$ cat config.mk
export PLATFORM = sky130hd
export DESIGN_NAME = baccarat_datapath
export DESIGN_NICKNAME = d
export VERILOG_FILES = /design/src/rtl/baccarat_pkg.sv /design/src/rtl/card7seg.sv /design/src/rtl/baccarat_datapath.sv
export SDC_FILE = /design/constraint.sdc
export NUM_CORES = 1
export LEC_CHECK = 0
export CAP_MARGIN = 5
export CORE_UTILIZATION = 50
export DETAILED_ROUTE_END_ITERATION = 12
export PLACE_DENSITY = 0.74
export SETUP_SLACK_MARGIN = 0.3
export SYNTH_ARGS = -nofsm -noshare
export SYNTH_HDL_FRONTEND = slang
export SYNTH_SLANG_ARGS = --single-unit
$ cat constraint.sdc
create_clock -name slow_clock -period 9.2 [get_ports slow_clock]
set_input_delay 0.92 -clock slow_clock [delete_from_list [all_inputs] [get_ports slow_clock]]
set_output_delay 0.92 -clock slow_clock [all_outputs]
set_load 0.005 [all_outputs]
$ cat src/rtl/baccarat_pkg.sv
// Shared baccarat types, rank constants, slot indices and 7-segment glyphs.
// Imported by the datapath, the card7seg decoder and the game state machine.
package baccarat_pkg;

  typedef logic [3:0] card_t;
  typedef logic [3:0] score_t;

  localparam card_t RANK_EMPTY = 4'd0;
  localparam card_t RANK_A     = 4'd1;
  localparam card_t RANK_K     = 4'd13;

  localparam int unsigned NUM_SLOTS = 6;

  typedef enum logic [2:0] {P1, P2, P3, D1, D2, D3} slot_e;

  // Active-high glyphs, bit order {g, f, e, d, c, b, a}.
  localparam logic [6:0] GLYPH_BLANK = 7'b0000000;
  localparam logic [6:0] GLYPH_0     = 7'b0111111;
  localparam logic [6:0] GLYPH_2     = 7'b1011011;
  localparam logic [6:0] GLYPH_3     = 7'b1001111;
  localparam logic [6:0] GLYPH_4     = 7'b1100110;
  localparam logic [6:0] GLYPH_5     = 7'b1101101;
  localparam logic [6:0] GLYPH_6     = 7'b1111101;
  localparam logic [6:0] GLYPH_7     = 7'b0000111;
  localparam logic [6:0] GLYPH_8     = 7'b1111111;
  localparam logic [6:0] GLYPH_9     = 7'b1101111;
  localparam logic [6:0] GLYPH_A     = 7'b1110111;
  localparam logic [6:0] GLYPH_J     = 7'b0011110;
  localparam logic [6:0] GLYPH_Q     = 7'b1100111;
  localparam logic [6:0] GLYPH_K     = 7'b1110110;

  // Baccarat point value: pips count face value, tens and court cards count zero.
  function automatic score_t card_value(card_t card);
    if (card >= RANK_A && card <= 4'd9) begin
      return card;
    end
    return 4'd0;
  endfunction

endpackage

$ cat src/rtl/card7seg.sv
// Combinational card rank to 7-segment decoder; blank for empty or illegal ranks.
// SEG_ACTIVE_LOW selects the output polarity.
module card7seg
  import baccarat_pkg::*;
#(
  parameter bit SEG_ACTIVE_LOW = 1'b1
) (
  input  logic [3:0] card,
  output logic [6:0] seg
);

  logic [6:0] glyph;

  always_comb begin
    glyph = GLYPH_BLANK;
    case (card)
      4'd1:    glyph = GLYPH_A;
      4'd2:    glyph = GLYPH_2;
      4'd3:    glyph = GLYPH_3;
      4'd4:    glyph = GLYPH_4;
      4'd5:    glyph = GLYPH_5;
      4'd6:    glyph = GLYPH_6;
      4'd7:    glyph = GLYPH_7;
      4'd8:    glyph = GLYPH_8;
      4'd9:    glyph = GLYPH_9;
      4'd10:   glyph = GLYPH_0;
      4'd11:   glyph = GLYPH_J;
      4'd12:   glyph = GLYPH_Q;
      4'd13:   glyph = GLYPH_K;
      default: glyph = GLYPH_BLANK;
    endcase
  end

  assign seg = SEG_ACTIVE_LOW ? ~glyph : glyph;

endmodule

$ cat src/rtl/baccarat_datapath.sv
// Baccarat card-holding datapath: six rank slots, mod-10 hand scores, sticky load error.
// Define BACCARAT_DATAPATH_SEG_EN to add HEX0-HEX5 rank displays.
module baccarat_datapath
  import baccarat_pkg::*;
#(
  parameter bit SEG_ACTIVE_LOW = 1'b1
) (
  input  logic       slow_clock,
  input  logic       resetb,
  input  logic [3:0] new_card,
  input  logic       load_pcard1,
  input  logic       load_pcard2,
  input  logic       load_pcard3,
  input  logic       load_dcard1,
  input  logic       load_dcard2,
  input  logic       load_dcard3,
  output logic [3:0] pscore,
  output logic [3:0] dscore,
  output logic [3:0] pcard3,
  output logic       pcard3_valid,
  output logic [2:0] cards_dealt,
  output logic       load_err
`ifdef BACCARAT_DATAPATH_SEG_EN
  ,
  output logic [6:0] HEX0,
  output logic [6:0] HEX1,
  output logic [6:0] HEX2,
  output logic [6:0] HEX3,
  output logic [6:0] HEX4,
  output logic [6:0] HEX5
`endif
);

  logic [NUM_SLOTS-1:0] load_vec;
  logic [NUM_SLOTS-1:0] full_vec;
  card_t                slot_q [NUM_SLOTS];
  card_t                slot_d [NUM_SLOTS];
  logic [2:0]           dealt_q, dealt_d;
  logic                 err_q, err_d;
  logic                 multi_load, target_full, card_ok, load_legal;

  assign load_vec = {load_dcard3, load_dcard2, load_dcard1,
                     load_pcard3, load_pcard2, load_pcard1};

  always_comb begin
    full_vec = '0;
    for (int i = 0; i < NUM_SLOTS; i++) begin
      full_vec[i] = (slot_q[i] != RANK_EMPTY);
    end
  end

  // Clearing the lowest set bit leaves something only if two or more strobes are high.
  assign multi_load  = |(load_vec & (load_vec - 6'd1));
  assign target_full = |(load_vec & full_vec);
  assign card_ok     = (new_card >= RANK_A) && (new_card <= RANK_K);
  assign load_legal  = !multi_load && !target_full && card_ok;

  always_comb begin
    slot_d  = slot_q;
    dealt_d = dealt_q;
    err_d   = err_q;
    if (load_vec != '0) begin
      if (load_legal) begin
        for (int i = 0; i < NUM_SLOTS; i++) begin
          if (load_vec[i]) slot_d[i] = new_card;
        end
        if (dealt_q < 3'd6) dealt_d = dealt_q + 3'd1;
      end else begin
        err_d = 1'b1;
      end
    end
  end

  always_ff @(posedge slow_clock or negedge resetb) begin
    if (!resetb) begin
      for (int i = 0; i < NUM_SLOTS; i++) slot_q[i] <= RANK_EMPTY;
      dealt_q <= 3'd0;
      err_q   <= 1'b0;
    end else begin
      slot_q  <= slot_d;
      dealt_q <= dealt_d;
      err_q   <= err_d;
    end
  end

  // Three point values of at most 9 sum to at most 27, so two subtractions suffice.
  function automatic score_t mod10(logic [4:0] sum);
    logic [4:0] s;
    s = sum;
    if (s >= 5'd10) s = s - 5'd10;
    if (s >= 5'd10) s = s - 5'd10;
    return s[3:0];
  endfunction

  logic [4:0] psum, dsum;

  assign psum = {1'b0, card_value(slot_q[P1])} + {1'b0, card_value(slot_q[P2])}
              + {1'b0, card_value(slot_q[P3])};
  assign dsum = {1'b0, card_value(slot_q[D1])} + {1'b0, card_value(slot_q[D2])}
              + {1'b0, card_value(slot_q[D3])};

  assign pscore       = mod10(psum);
  assign dscore       = mod10(dsum);
  assign pcard3       = card_value(slot_q[P3]);
  assign pcard3_valid = full_vec[P3];
  assign cards_dealt  = dealt_q;
  assign load_err     = err_q;

`ifdef BACCARAT_DATAPATH_SEG_EN
  logic [6:0] hex [NUM_SLOTS];

  for (genvar g = 0; g < NUM_SLOTS; g++) begin : g_seg
    card7seg #(
      .SEG_ACTIVE_LOW(SEG_ACTIVE_LOW)
    ) u_card7seg (
      .card(slot_q[g]),
      .seg (hex[g])
    );
  end

  assign HEX0 = hex[0];
  assign HEX1 = hex[1];
  assign HEX2 = hex[2];
  assign HEX3 = hex[3];
  assign HEX4 = hex[4];
  assign HEX5 = hex[5];
`else
  logic unused_seg_polarity;
  assign unused_seg_polarity = SEG_ACTIVE_LOW;
`endif

endmodule
==> reports/metrics.yaml, run 1 <==
dieWidth_um: 67.4
ys_ff_latch: 28
netlist_area_um2: 2140
worstSetupPathType: "reg -> out"
maxCapViolCount: 0
first_global_vias: 1589
cp-start-kind: "register"
hp-class: "reg -> reg"
post-route-period-util_pct: 63.8
dp_hpwl_um: 3480
die_area_um2: 4540
drc: 0
netlist_instances: 219
finalHoldViolCount: 0
vias: 1683
place_congestion: 0.789
wl_um: 4430
clkSinkCount: 28
cts_tree: "done"
pin_count: 29
synth_fp_nets: 254
clk_pin_slew_ns: 0.09
powerDensity_nw_per_um2: 300
cts-root-buf: "clkbuf_8"
tightest_slew_ns: 0.513
portBuffers: 28
core_area_um2: 4060
drive_gt1_share_pct: 5.28
setup_violations: 0
instances_no_fill: 296
placed_cells: 292
rsz0062_at_grt: "false"
clockBufferDepth: 2
via_per_inst: 5.69
synthTopCellsByArea: "dfrtp_1 33%, fa_1 9.4%, ha_1 7.6%"
critPathArrivalTime_ns: 4.95
wl_per_cell_um: 15.0
nFillCells: 344
num_rows: 23
period_needed_ns: 5.87
seq_area_frac_synth_pct: 32.8
ant_nets: 0
drtIter0Drc: 40
p_leak_uw: 0.00113
hold_buffers: 0
clk-insertion-delay-late_ns: 0.28
antenna_found_initial: 0
crit_path_max_fanout: 4
syn2layout_area_growth_pct: 18.4
drv_slew: 0
dr.pass1.iters: 4
syn_avg_cell_area_um2: 9.76
synth_top_area_share_pct: 32.8
grt.overflow.total: 0
worstPathRequired_ns: 8.28
cts_made_buffers: 3
post_cts_resized: 0
grt_pass1_wl_um: 7380
status: "complete, no violations"
grt_max_degree: 29
tns_ns: 0
initial_core_util_pct: 52.7
relSlewSlack_pct: 65.8
num_antenna_cells: 0
cp-end-kind: "output port"
nNetsFinal: 282
fmax_ghz: 0.170
synthArstFlopShare_pct: 100
irDropWorstVdd_mv: 0.129
die_h_um: 67.4
htree_levels: 1
ys_warn_count: 0
synth_enable_flop_cells: 0
synth.distinct_cells: 47
track_usage_pct: 21.8
synth_top_area_cell: "dfrtp_1"
synth_ff_type: "dfrtp_1"
finalClockSkew_ns: 0.00533
postCtsSetupBuffers: 0
==> worst max-delay path, stage by stage, from the launching register on <==
cell and delay, ns:
dfrtp_1 0.41, or2_2 0.33, a21boi_0 0.28, fa_1 0.24, ha_1 0.18, fa_1 0.46
inv_1 0.12, ha_1 0.19, a21boi_1 0.08, nor3_1 0.43, mux2i_1 0.31, ha_1 0.23
or3b_1 0.35, a31oi_1 0.28, mux2i_1 0.24, clkdlybuf4s50_1 0.52
==> layout make-up <==
type                       count  area, µm²  share of cell area [%]
multi-input combinational    170       1350                    53.3
sequential                    28        701                    27.7
timing repair buffer          30        295                    11.7
tap                           50       62.6                    2.47
inverter                      14       52.6                    2.08
clock buffer                   3       41.3                    1.63
clock inverter                 1       30.0                    1.19
==> flip-flops by register name, summed over array words and instances (netlist names) <==
| signal | cells |
|---|---|
| slot_q | 24 |
| cards_dealt | 3 |
| load_err | 1 |
==> cell usage after synthesis (all sizes together), types with 2 or more instances <==
master	count
and2	3
o21bai	2
o21a	2
a21oi	4
fa	10
or2	6
inv	14
nor2b	13
o31ai	2
nor3	7
a31oi	2
nand3	5
nor2	8
nand2	11
a31o	17
nor4	3
nor3b	4
o21ai	11
xor2	4
mux2i	5
a21boi	4
nand4	2
or4	2
a21o	5
ha	13
clkbuf	4
nand2b	9
dfrtp	28
o41ai	2
mux2	2
xnor2	4
buf	3
==> per-stage QoR <==
step           util [%]  area, µm²  hold WS (ns)  setup slack (ns)  total power (µW)
5_1_grt            62.4       2530         0.512              3.02               827
6_report           62.4       2530         0.484              3.33               759
3_3_place_gp       60.6       2460         0.457              3.76               653
2_1_floorplan         -       2140         0.442              4.49               476
4_1_cts            62.4       2530         0.490              3.32               766
3_5_place_dp       60.6       2460         0.465              3.64               668
==> power breakdown <==
part | total [µW] | internal, µW | switching [µW]
sequential | 170 | 146 | 23.9
clock | 96.8 | 58.3 | 38.4
combinational | 493 | 274 | 219
total | 759 | 478 | 281
==> per-layer routing <==
layer / up-vias / GRT usage (%) / share of wire (%)
met5: - / 0 / 0
met1: 796 / 29.3 / 49
li1: 840 / - / -
met2: 40 / 36.4 / 46
met3: 7 / 1.69 / 2.8
met4: 0 / 8.24 / 1.8
==> cells by family (layout without fill, tap and decap cells) <==
kind of cell | count (synthesis) | in the layout | synth area share [%]
compound gates | 56 | 56 | 19.2
xor+xnor | 8 | 8 | 3.28
fa+ha+maj | 23 | 23 | 17.0
buf+inv | 21 | 48 | 4.10
flops | 28 | 28 | 32.8
mux | 7 | 7 | 3.40
simple gates | 76 | 76 | 20.3
==> path summary, 6_finish.rpt <==
check / slack [ns] / depth (start not counted) / end / startpoint
min in group asynchronous: 1.01 / 2 / slot_q[7] / resetb
hold / removal: 0.48 / 1 / slot_q[18] / slot_q[18]
setup / recovery: 3.33 / 15 / dscore[2] / slot_q[10]
setup reg to reg: 6.89 / 6 / cards_dealt[2] / slot_q[21]
max in group asynchronous: 7.93 / 2 / slot_q[9] / resetb
hold reg to reg: 0.48 / 1 / slot_q[18] / slot_q[18]
==> cells in the final DEF (no fill, tap or decap), types with 2 or more instances in the layout <==
cell,instances
nor3_1,6
or2_1,2
or4_1,2
nor3b_1,3
nand3_1,5
clkbuf_8,3
o21bai_1,2
a31o_1,17
nor4_1,3
ha_1,13
mux2i_1,5
dfrtp_1,28
o21ai_0,9
o21ai_1,2
nand4_1,2
clkdlybuf4s50_1,28
nor2b_1,13
or2_2,4
nor2_1,8
o31ai_1,2
a21oi_1,4
a31oi_1,2
buf_4,2
fa_1,10
nand2_1,11
a21boi_0,3
and2_1,3
xnor2_1,4
o21a_1,2
a21o_1,5
o41ai_1,2
inv_1,14
xor2_1,4
nand2b_1,9
(Power assumes the default switching activity.)
==> run 2, diff against run 1 <==
clock period = 5.5 ns   (was 9.2 ns; I/O delays follow)
==> reports/metrics.yaml, run 2 (synthesized netlist as in run 1, its figures left out) <==
status: "complete, no violations"  # unchanged
dp_hpwl_um: 3450  # was 3480 µm
drc: 0  # unchanged
first_global_vias: 1648  # was 1589
largest_reg_flops: 24  # unchanged
grt.overflow.total: 0  # unchanged
htree_levels: 1  # unchanged
pin_count: 29  # unchanged
final_area_um2: 2710  # was 2530 µm²
track_usage_pct: 22.0  # was 21.8%
critPathArrivalTime_ns: 4.23  # was 4.95 ns
drtIter0Drc: 31  # was 40
cts-root-buf: "clkbuf_8"  # unchanged
clk-insertion-delay-late_ns: 0.27  # was 0.28 ns
wl_per_cell_um: 15.3  # was 15.0 µm
tns_ns: 0  # unchanged
post-route-period-util_pct: 86.9
crit_buf_inv: 4  # was 2
tightest_slew_ns: 0.573  # was 0.513 ns
wl_um: 4740  # was 4430 µm
drv_slew: 0  # unchanged
grt_max_degree: 29  # unchanged
place_congestion: 0.789  # unchanged
clkSinkCount: 28  # unchanged
dr.pass1.iters: 4  # unchanged
drive_gt1_share_pct: 15.8  # was 5.28%
crit_path_max_fanout: 5  # was 4
worstPathRequired_ns: 4.95  # was 8.28 ns
rsz0062_at_grt: "false"  # unchanged
cts_made_buffers: 3  # unchanged
final_cell_mix: "28 x dfrtp_1, 24 x clkdlybuf4s50_1, 17 x a31o_1, 15 x buf_4, 14 x inv_1"  # was 28 x dfrtp_1, 28 x clkdlybuf4s50_1, 17 x a31o_1, 14 x inv_1
hold_start: "slot_q[18]"  # unchanged
hp-class: "reg -> reg"  # unchanged
ant_nets: 0  # unchanged
dpl-instance-area_um2: 2460  # unchanged
p_total_uw: 1430  # was 759 µW
initial_core_util_pct: 52.7  # unchanged
finalClockSkew_ns: 0.00670  # was 0.00533 ns
clk_pin_slew_ns: 0.09  # about the same
num_rows: 23  # unchanged
final_common_cell: "dfrtp_1"
grt_pass1_wl_um: 7460  # was 7380 µm
irDropWorstVdd_mv: 0.219  # was 0.129 mV
worstSetupPathType: "reg -> out"  # unchanged
slowest_stage: "fa_2"  # was clkdlybuf4s50_1
instances_no_fill: 309  # was 296
cpMostUsedCell: "inv_1"  # was ha_1
worstPathCellList: "o21ai_0 > and2_1 > fa_1 > ha_2 > fa_2 > inv_1 > ha_1 > nor2b_1 > o21ai_2 > o21ai_2 > mux2_4 > inv_1 > ha_2 > inv_1 > a221oi_4 > o21a_1 > o21ai_1 > dlymetal6s2s_1"  # was or2_2 > a21boi_0 > fa_1 > ha_1 > fa_1 > inv_1 > ha_1 > a21boi_1 > nor3_1 > mux2i_1 > ha_1 > or3b_1 > a31oi_1 > mux2i_1 > clkdlybuf4s50_1
setup_violations: 0  # unchanged
cp-start-kind: "register"  # unchanged
regMostFlops: "slot_q"  # unchanged
timing.rr.start: "slot_q[22]"  # was slot_q[21]
cts_tree: "done"  # unchanged
antenna_found_initial: 0  # unchanged
fmax_ghz: 0.209
core_area_um2: 4060  # unchanged
nNetsFinal: 295  # was 282
die_area_um2: 4540  # unchanged
maxCapViolCount: 0  # unchanged
finalHoldViolCount: 0  # unchanged
dieWidth_um: 67.4  # unchanged
clockBufferDepth: 2  # unchanged
crit_family: "adder cells"  # unchanged
relSlewSlack_pct: 61.5  # was 65.8%
powerDensity_nw_per_um2: 526  # was 300 nW/µm²
crit_start: "slot_q[15]"  # was slot_q[10]
portBuffers: 28  # unchanged
period_needed_ns: 4.78
die_h_um: 67.4  # unchanged
p_leak_uw: 0.00125  # was 0.00113 µW
cp-end-kind: "output port"  # unchanged
nFillCells: 328  # was 344
via_per_inst: 5.65  # was 5.69
syn2layout_area_growth_pct: 26.9  # was 18.4%
num_antenna_cells: 0  # unchanged
critical_path.max_stage_delay_ns: 0.62  # was 0.52 ns
placed_cells: 292  # unchanged
vias: 1747  # was 1683
run 2: cell type report:
class                           count  area [µm²]  area share (%)
Sequential cell                    28         701            25.8
Clock buffer                        4        55.1            2.03
Tap cell                           50        62.6            2.31
Multi-Input combinational cell    170        1440            53.0
Inverter                           14        52.6            1.94
Timing Repair Buffer               43         403            14.9
run 2: worst paths after layout:
kind	to	slack [ns]	depth (start not counted)
max reg2reg	cards_dealt[2]	3.21	6
min reg2reg	slot_q[18]	0.48	1
max	pscore[2]	0.72	18
min in group asynchronous	slot_q[7]	0.64	2
min	slot_q[18]	0.48	1
max in group asynchronous	slot_q[16]	4.58	2
run 2: repair_timing:
action,4_1_cts,5_1_grt
resized for setup,9,19
endpoints found under the setup margin,4,4
pin swaps,1,6
buffers inserted,6,7
hold buffers,0,0
run 2: layer usage:
layer  vias up  GRT usage (%)  part of all wire, %
met5         -              0                    0
met4         0           6.65                  1.2
met3         4           2.20                  2.7
met2        34           38.1                   51
met1       845           28.8                   46
li1        864              -                    -
run 2: per-stage QoR:
| step | hold WS [ns] | worst slack (ns) | util (%) |
|---|---|---|---|
| final | 0.482 | 0.719 | 66.9 |
| after global routing | 0.518 | 0.460 | 66.9 |
| after CTS | 0.488 | 0.303 | 64.0 |
| after detailed placement | 0.462 | 0.325 | 60.6 |
| after global placement | 0.457 | 0.435 | 60.6 |
| after floorplan | 0.254 | 1.16 | - |
run 2: where the power goes:
| part | leakage [µW] | switching (µW) | internal [µW] |
|---|---|---|---|
| Sequential | 0.000346 | 37.6 | 244 |
| Combinational | 0.000872 | 448 | 571 |
| Clock | 0.0000288 | 61.6 | 64.0 |
==> run 3, diff against run 2 <==
ABC_CLOCK_PERIOD_IN_PS = 5500   (was not set)
CORE_MARGIN = 4   (was not set)
==> reports/metrics.yaml, run 3 (synthesized netlist as in run 1, its figures left out) <==
status: "complete, no violations"  # unchanged
relSlewSlack_pct: 57.5  # was 61.5%
portBuffers: 28  # unchanged
period_needed_ns: 4.82  # was 4.78 ns
drc: 0  # unchanged
dpl-instance-area_um2: 2460  # unchanged
grt_pass1_wl_um: 7780  # was 7460 µm
initial_core_util_pct: 52.7  # unchanged
syn2layout_area_growth_pct: 26.6  # was 26.9%
grt_max_degree: 29  # unchanged
drtIter0Drc: 32  # was 31
instances_no_fill: 307  # was 309
hold_slack_ns: 0.481  # was 0.482 ns
core_area_um2: 4060  # unchanged
wl_per_cell_um: 15.6  # was 15.3 µm
tns_ns: 0  # unchanged
htree_levels: 1  # unchanged
dp_hpwl_um: 3430  # was 3450 µm
worstSetupPathType: "reg -> out"  # unchanged
crit_start: "slot_q[1]"  # was slot_q[15]
cts-root-buf: "clkbuf_8"  # unchanged
slowest_stage: "fa_2"  # unchanged
timing.rr.start: "slot_q[22]"  # unchanged
hp-class: "reg -> reg"  # unchanged
place_congestion: 0.949  # was 0.789
final_cell_mix: "27 x dfrtp_1, 24 x clkdlybuf4s50_1, 17 x a31o_1, 14 x inv_1, 13 x buf_4"  # was 28 x dfrtp_1, 24 x clkdlybuf4s50_1, 17 x a31o_1, 15 x buf_4, 14 x inv_1
die_area_um2: 5380  # was 4540 µm²
clk-insertion-delay-late_ns: 0.27  # about the same
finalHoldViolCount: 0  # unchanged
first_global_vias: 1691  # was 1648
worstPathCellList: "nor2b_2 > fa_1 > ha_2 > fa_2 > inv_1 > ha_1 > nand2b_1 > a21boi_1 > nor3_2 > mux2i_1 > ha_2 > or3b_4 > a31oi_4 > mux2i_1 > dlymetal6s2s_1"  # was o21ai_0 > and2_1 > fa_1 > ha_2 > fa_2 > inv_1 > ha_1 > nor2b_1 > o21ai_2 > o21ai_2 > mux2_4 > inv_1 > ha_2 > inv_1 > a221oi_4 > o21a_1 > o21ai_1 > dlymetal6s2s_1
crit_path_max_fanout: 5  # unchanged
dr.pass1.iters: 4  # unchanged
p_leak_uw: 0.00124  # was 0.00125 µW
crit_family: "adder cells"  # unchanged
grt.overflow.total: 0  # unchanged
via_per_inst: 5.74  # was 5.65
critical_path.max_stage_delay_ns: 0.60  # was 0.62 ns
fmax_ghz: 0.207  # was 0.209 GHz
nFillCells: 335  # was 328
maxCapViolCount: 0  # unchanged
clockBufferDepth: 2  # unchanged
clkSinkCount: 28  # unchanged
drive_gt1_share_pct: 16.0  # was 15.8%
final_area_um2: 2710  # about the same
final_common_cell: "dfrtp_1"  # unchanged
crit_buf_inv: 2  # was 4
nNetsFinal: 293  # was 295
cts_tree: "done"  # unchanged
r2r_end: "cards_dealt[1]"  # was cards_dealt[2]
worstPathRequired_ns: 4.95  # about the same
path_depth: 15  # was 18
ant_nets: 0  # unchanged
irDropWorstVdd_mv: 0.208  # was 0.219 mV
rsz0062_at_grt: "false"  # unchanged
tightest_slew_ns: 0.632  # was 0.573 ns
cp-start-kind: "register"  # unchanged
reg2reg_slack_ns: 2.95  # was 3.21 ns
dieWidth_um: 73.4  # was 67.4 µm
clk_pin_slew_ns: 0.09  # about the same
finalClockSkew_ns: 0.00479  # was 0.00670 ns
num_antenna_cells: 0  # unchanged
critPathArrivalTime_ns: 4.27  # was 4.23 ns
wl_um: 4780  # was 4740 µm
vias: 1761  # was 1747
powerDensity_nw_per_um2: 528  # was 526 nW/µm²
cts_made_buffers: 3  # unchanged
antenna_found_initial: 0  # unchanged
track_usage_pct: 18.3  # was 22.0%
rr_worst_depth: 7  # was 6
cp-end-kind: "output port"  # unchanged
largest_reg_flops: 24  # unchanged
drv_slew: 0  # unchanged
post-route-period-util_pct: 87.7  # was 86.9%
hold_start: "slot_q[0]"  # was slot_q[18]
endpoint: "dscore[2]"  # was pscore[2]
setup_violations: 0  # unchanged
placed_cells: 292  # unchanged
hold_buffers: 0  # unchanged
regMostFlops: "slot_q"  # unchanged
pin_count: 29  # unchanged
num_rows: 23  # unchanged
die_h_um: 73.4  # was 67.4 µm
[run 3: layer usage]
metal | up-vias | part of all wire, % | track usage (%)
met5 | - | 0 | 0
met4 | 0 | 1.2 | 4.83
met3 | 7 | 3.3 | 1.92
met2 | 40 | 47 | 29.4
met1 | 855 | 48 | 26.3
li1 | 859 | - | -
[run 3: cell type report]
cell class                 instances  area (µm²)  area share, %
timing repair buffer              41         388           14.3
clock buffer                       3        41.3           1.53
clock inverter                     1        30.0           1.11
multi-input combinational        170        1430           52.8
tap                               50        62.6           2.31
inverter                          14        52.6           1.94
sequential                        28         702           25.9
[run 3: through the flow]
step           power (µW)  utilization [%]  worst slack (ns)
6_report             1430             66.7             0.678
5_1_grt              1550             66.7             0.387
4_1_cts              1330             63.9             0.308
3_5_place_dp         1120             60.6             0.312
3_3_place_gp         1110             60.6             0.368
2_1_floorplan         796                -              1.16
[run 3: worst min-delay path by stage]
stage | to | slack [ns] | cells past startpoint
floorplan | cards_dealt[0] | 0.25 | 0
global placement | slot_q[17] | 0.46 | 1
detailed placement | slot_q[0] | 0.46 | 1
CTS | slot_q[0] | 0.48 | 1
global route | slot_q[9] | 0.51 | 1
finish | slot_q[0] | 0.48 | 1
[run 3: where the power goes]
| group | leakage, µW | total [µW] | internal [µW] | switching [µW] |
|---|---|---|---|---|
| logic | 0.000860 | 988 | 543 | 446 |
| clock network | 0.0000357 | 162 | 97.5 | 64.3 |
| registers | 0.000345 | 280 | 244 | 35.8 |
| total | 0.00124 | 1430 | 884 | 546 |
[run 3: timing repair]
| action | CTS | global route |
|---|---|---|
| setup buffers | 4 | 7 |
| gates cloned | 0 | 0 |
| endpoints found under the setup margin | 4 | 4 |
| pin swaps | 3 | 6 |
| gates resized for setup | 10 | 19 |
